===== config.mk =====
export PLATFORM = sky130hd
export DESIGN_NAME = param_acc_cpu
export DESIGN_NICKNAME = d
export VERILOG_FILES = /design/src/rtl/param_acc_cpu_pkg.sv /design/src/rtl/param_acc_cpu_alu.sv /design/src/rtl/param_acc_cpu.sv
export SDC_FILE = /design/constraint.sdc
export NUM_CORES = 1
export LEC_CHECK = 0
export BUFFER_PORTS_ARGS = -buffer_cell sky130_fd_sc_hd__buf_4
export CAP_MARGIN = 20
export CORE_MARGIN = 1
export CORE_UTILIZATION = 30
export DETAILED_ROUTE_END_ITERATION = 12
export GPL_ROUTABILITY_DRIVEN = 0
export PLACE_DENSITY = 0.44
export RECOVER_POWER = 100
export SETUP_SLACK_MARGIN = 0.5
export SYNTH_ARGS = -nofsm -noshare
export SYNTH_HDL_FRONTEND = slang
export SYNTH_SLANG_ARGS = --single-unit
export TNS_END_PERCENT = 5

===== constraint.sdc =====
create_clock -name clk -period 3.1 [get_ports clk]
set_clock_uncertainty 0.05 [all_clocks]
set_input_delay 0.465 -clock clk [delete_from_list [all_inputs] [get_ports clk]]
set_output_delay 0.465 -clock clk [all_outputs]
set_load 0.02 [all_outputs]

===== src/rtl/param_acc_cpu_pkg.sv =====
// Shared definitions for the accumulator CPU: opcodes, FSM state encoding
// and the instruction-width derivation.
package param_acc_cpu_pkg;

    localparam logic [3:0] OP_LOAD = 4'h0;
    localparam logic [3:0] OP_ADD  = 4'h1;
    localparam logic [3:0] OP_SUB  = 4'h2;
    localparam logic [3:0] OP_AND  = 4'h3;
    localparam logic [3:0] OP_OR   = 4'h4;
    localparam logic [3:0] OP_XOR  = 4'h5;
    localparam logic [3:0] OP_JMP  = 4'h6;
    localparam logic [3:0] OP_JZ   = 4'h7;
    localparam logic [3:0] OP_JC   = 4'h8;
    localparam logic [3:0] OP_HLT  = 4'hF;

    localparam logic [1:0] ST_IDLE  = 2'd0;
    localparam logic [1:0] ST_FETCH = 2'd1;
    localparam logic [1:0] ST_EXEC  = 2'd2;

    // A 4-bit opcode sits above a DATA_W-bit immediate.
    function automatic int calc_instr_w(input int data_w);
        return 4 + data_w;
    endfunction

endpackage


===== src/rtl/param_acc_cpu_alu.sv =====
// Combinational ALU for the accumulator CPU; opcodes outside LOAD..XOR pass
// the accumulator through with carry low.
module acc_alu
    import param_acc_cpu_pkg::*;
#(
    parameter int DATA_W = 8
) (
    input  logic [3:0]        i_op,
    input  logic [DATA_W-1:0] i_acc,
    input  logic [DATA_W-1:0] i_imm,
    output logic [DATA_W-1:0] o_result,
    output logic              o_zero,
    output logic              o_carry
);

    logic [DATA_W:0] w_sum;
    logic [DATA_W:0] w_diff;

    // Extended-width add/sub so the MSB is the carry (or borrow) out.
    assign w_sum  = {1'b0, i_acc} + {1'b0, i_imm};
    assign w_diff = {1'b0, i_acc} - {1'b0, i_imm};

    always_comb begin
        o_result = i_acc;
        o_carry  = 1'b0;
        case (i_op)
            OP_LOAD: o_result = i_imm;
            OP_ADD:  {o_carry, o_result} = w_sum;
            OP_SUB:  {o_carry, o_result} = w_diff;
            OP_AND:  o_result = i_acc & i_imm;
            OP_OR:   o_result = i_acc | i_imm;
            OP_XOR:  o_result = i_acc ^ i_imm;
            default: o_result = i_acc;
        endcase
    end

    assign o_zero = (o_result == '0);

endmodule


===== src/rtl/param_acc_cpu.sv =====
// Two-cycle-per-instruction accumulator CPU with a writable program memory
// that is loaded while IDLE and survives reset.
module param_acc_cpu
    import param_acc_cpu_pkg::*;
#(
    parameter  int DATA_W  = 8,
    parameter  int ADDR_W  = 4,
    localparam int INSTR_W = calc_instr_w(DATA_W)
) (
    input  logic               clk,
    input  logic               reset,
    input  logic               prog_we,
    input  logic [ADDR_W-1:0]  prog_addr,
    input  logic [INSTR_W-1:0] prog_data,
    input  logic               start,
    output logic [DATA_W-1:0]  acc_out,
    output logic [ADDR_W-1:0]  pc_out,
    output logic               zero_flag,
    output logic               carry_flag,
    output logic               busy,
    output logic               halted
);

    logic [1:0]         r_state;
    logic [ADDR_W-1:0]  r_pc;
    logic [DATA_W-1:0]  r_acc;
    logic               r_zero;
    logic               r_carry;
    logic               r_halted;
    logic [INSTR_W-1:0] r_ir;
    logic [INSTR_W-1:0] r_mem [2**ADDR_W];

    logic [3:0]         w_op;
    logic [DATA_W-1:0]  w_imm;
    logic [DATA_W-1:0]  w_alu_result;
    logic               w_alu_zero;
    logic               w_alu_carry;
    logic               w_alu_op;
    logic               w_take_jump;
    logic [ADDR_W-1:0]  w_pc_next;

    assign w_op  = r_ir[INSTR_W-1:DATA_W];
    assign w_imm = r_ir[DATA_W-1:0];

    acc_alu #(
        .DATA_W (DATA_W)
    ) u_alu (
        .i_op     (w_op),
        .i_acc    (r_acc),
        .i_imm    (w_imm),
        .o_result (w_alu_result),
        .o_zero   (w_alu_zero),
        .o_carry  (w_alu_carry)
    );

    // Only LOAD..XOR touch acc and flags; everything else leaves them alone.
    assign w_alu_op    = (w_op <= OP_XOR);
    assign w_take_jump = (w_op == OP_JMP) ||
                         ((w_op == OP_JZ) && r_zero) ||
                         ((w_op == OP_JC) && r_carry);
    assign w_pc_next   = w_take_jump ? w_imm[ADDR_W-1:0] : r_pc + ADDR_W'(1);

    // Program memory is deliberately not reset and only writable while IDLE.
    always_ff @(posedge clk) begin
        if ((r_state == ST_IDLE) && prog_we) begin
            r_mem[prog_addr] <= prog_data;
        end
    end

    always_ff @(posedge clk or posedge reset) begin
        if (reset) begin
            r_state  <= ST_IDLE;
            r_pc     <= '0;
            r_acc    <= '0;
            r_zero   <= 1'b0;
            r_carry  <= 1'b0;
            r_halted <= 1'b0;
            r_ir     <= '0;
        end else begin
            case (r_state)
                ST_IDLE: begin
                    if (start) begin
                        r_pc     <= '0;
                        r_halted <= 1'b0;
                        r_state  <= ST_FETCH;
                    end
                end
                ST_FETCH: begin
                    r_ir    <= r_mem[r_pc];
                    r_state <= ST_EXEC;
                end
                ST_EXEC: begin
                    if (w_alu_op) begin
                        r_acc   <= w_alu_result;
                        r_zero  <= w_alu_zero;
                        r_carry <= w_alu_carry;
                    end
                    if (w_op == OP_HLT) begin
                        r_halted <= 1'b1;
                        r_state  <= ST_IDLE;
                    end else begin
                        r_pc    <= w_pc_next;
                        r_state <= ST_FETCH;
                    end
                end
                default: r_state <= ST_IDLE;
            endcase
        end
    end

    assign acc_out    = r_acc;
    assign pc_out     = r_pc;
    assign zero_flag  = r_zero;
    assign carry_flag = r_carry;
    assign busy       = (r_state != ST_IDLE);
    assign halted     = r_halted;

endmodule


==> flow_metrics.py <==
metrics = {
    "logic_synthesis": {
        "synthArstFlopShare": 0.131,
        "synthMuxAreaShare": 0.143,
        "ys.flop_type": "edfxtp_1",
        "synth_top_family_by_area": "multiplexers",
        "netlist_area_mm2": 0.0100,
        "synth-xor-area-share": 0.000875,
        "synth_area_per_cell_um2": 16.0,
        "synthTopCellsByArea": "edfxtp_1, mux4_2, dfrtp_1",
        "yosysSeqAreaShare": 0.649,
        "synthDistinctLibCells": 66,
        "synth_seq_cells": 221,
        "synth_edf_count": 192,
        "yosys.area.top_type": "edfxtp_1",
        "synth-simple-area-share": 0.0729,
        "synthesis.nets": 671,
        "ys_warn_count": 0,
        "synthAdderAreaFrac": 0.0353,
        "synth_compound_area_frac": 0.0701,
        "synth_top_area_share": 0.576,
        "synthCells": 624,
    },
    "grt": {
        "grt_util_all_layers": 0.152,
        "grt_max_degree": 53,
        "overflow": 0,
        "grt_pass1_vias": 6148,
        "grt_pass1_wl_mm": 38.3,
        "grt_antenna_before_repair": 2,
    },
    "route": {
        "first_pass_iters": 5,
        "drtIter0Drc": 436,
        "ant_nets": 0,
        "drc": 0,
        "wl_per_cell_um": 21.8,
        "drt_wl_total_mm": 25.2,
        "via_per_inst": 5.11,
        "vias": 5889,
    },
    "die": {
        "ios": 36,
        "die_x_um": 185,
        "die_h_um": 185,
        "fp.dieArea_mm2": 0.0341,
        "placementRows": 66,
        "fp.coreArea_mm2": 0.0327,
        "initial_core_util": 0.306,
    },
    "layout": {
        "drive_gt1_frac": 0.198,
        "nNetsFinal": 739,
        "antennaDiodeCount": 0,
        "area_growth_pct": 17.2,
        "final_core_util": 0.359,
    },
    "worst_setup_path": {
        "crit_arrival_ps": 2990,
        "rr_worst_depth": 6,
        "crit_path_max_fanout": 21,
        "worst_r2r_startpoint": "r_ir[10]",
        "end_kind": "register",
        "ff2ff_setup_slack_ps": 480,
        "critPathLaunch": "r_ir[10]",
        "required_ps": 3470,
        "r2r-end": "zero_flag",
        "start_kind": "register",
        "critPathKind": "register to register",
    },
    "pwr": {
        "finalPower_uw": 10500,
        "power_density_mw_per_mm2": 899,
        "power.leakage_uw": 0.00387,
        "vdd_drop_max_mv": 0.423,
    },
    "clock_network": {
        "cts_setup_buffers": 0,
        "clock_latency_ps": 540,
        "clockBufferDepth": 3,
        "clk_pin_slew_ps": 60,
        "ctsHtreeMaxLevel": 1,
        "cts-buffers-inserted": 26,
        "cts_sinks": 221,
        "root_buffer": "clkbuf_16",
        "cts_tree": "built",
    },
    "placement": {
        "place_hpwl_mm": 17.1,
        "port_buffers": 35,
    },
    "timing": {
        "rsz0062_at_grt": "false",
        "setup_viol": 0,
        "finalCritPeriodShare": 0.847,
        "fmaxAchievable_mhz": 381,
        "drv_slew": 0,
        "slew_headroom": 0.285,
        "worst_slew_pin_slew_ps": 1070,
        "hold_violations": 0,
        "timing.final.crit_period_ps": 2620,
        "setup_tns_ps": 0,
    },
    "worst_hold_path": {
        "whs_path_depth": 3,
        "hold_class": "input pin to register",
        "worstHoldStart": "start",
        "hold_end": "r_state[0]",
    },
    "flow_run": {
        "maxCapViolCount": 0,
    },
    "status": {
        "status": "completed",
    },
}
[Yosys cell counts (8+ instances only)]
cell and instances:
a21oi_1 22, buf_2 16, clkbuf_1 15, dfrtp_1 29, edfxtp_1 192, ha_1 25
inv_1 30, mux4_2 61, nand2_1 34, nor2_1 37, nor2b_1 8, nor3_1 9
o21ai_0 27
[cell type report]
type / count / area, um2
clock buffers: 32 / 673
clock inverters: 15 / 179
fillers: 3181 / 21000
inverters: 30 / 113
multi-input cells: 337 / 3300
flip-flops and latches: 221 / 6500
well taps: 442 / 553
repair buffers: 76 / 413
[power breakdown]
group          total (uW)  switching, uW  internal (uW)
combinational        3690           2100           1590
sequential           3840            385           3460
clock                3010           1210           1800
[routing by layer]
| layer | routed length (um) | part of all wire | track usage | vias up |
|---|---|---|---|---|
| met4 | 592 | 0.024 | 0.0311 | 4 |
| met2 | 12800 | 0.51 | 0.271 | 175 |
| li1 | - | - | - | 2613 |
| met1 | 10500 | 0.42 | 0.192 | 3052 |
| met3 | 1260 | 0.050 | 0.0251 | 45 |
| met5 | 27 | 0.0011 | 0 | - |
[cell usage in the layout, fill, tap and decap left out, types with 21 or more instances in the layout]
cell and n:
nor2_1 37, nand2_1 34, clkbuf_1 58, mux4_2 61
edfxtp_1 192, a21oi_1 21, o21ai_0 27, clkbuf_16 26
inv_1 30, dfrtp_1 25, ha_1 22
[worst max-delay path: stages, from the launching register on]
cell and delay (ps):
dfrtp_1 740, clkbuf_1 440, mux4_1 610, o31a_1 270, and3_1 190, o2111ai_1 100
o21ai_1 100
[metrics by stage]
stage | std cells | setup slack, ps | area (um2) | hold WS [ps]
2_1_floorplan | 624 | 552 | 10000 | 459
3_3_place_gp | 1105 | 374 | 11000 | 515
3_5_place_dp | 1105 | 413 | 11000 | 496
4_1_cts | 1153 | 532 | 11900 | 146
5_1_grt | 1153 | 302 | 11700 | 214
6_report | 1153 | 475 | 11700 | 205
[flip-flops by register name (all words and copies together), names as in the netlist]
register,cells
zero_flag,1
r_state,2
pc_out,4
acc_out,8
halted,1
r_ir,12
r_mem,192
carry_flag,1
[worst max-delay path by stage]
stage | end | slack [ps] | cells after the start
5_1_grt | zero_flag | 300 | 8
2_1_floorplan | zero_flag | 550 | 8
3_3_place_gp | zero_flag | 370 | 8
4_1_cts | zero_flag | 530 | 8
3_5_place_dp | zero_flag | 410 | 8
6_report | zero_flag | 480 | 6
[what timing repair did]
item / 4_1_cts / 5_1_grt
endpoints found under the hold margin: 29 / 0
endpoints found under the setup margin: 2 / 4
pin swaps: 0 / 1
resized for setup: 4 / 18
hold buffers: 1 / 0
[logic make-up after synthesis]
logic type,count (synthesis)
flops,221
simple gates,138
compound gates,106
buf+inv,66
mux,65
fa+ha+maj,27
xor+xnor,1
Note: power is estimated with default switching activity, not from simulation.
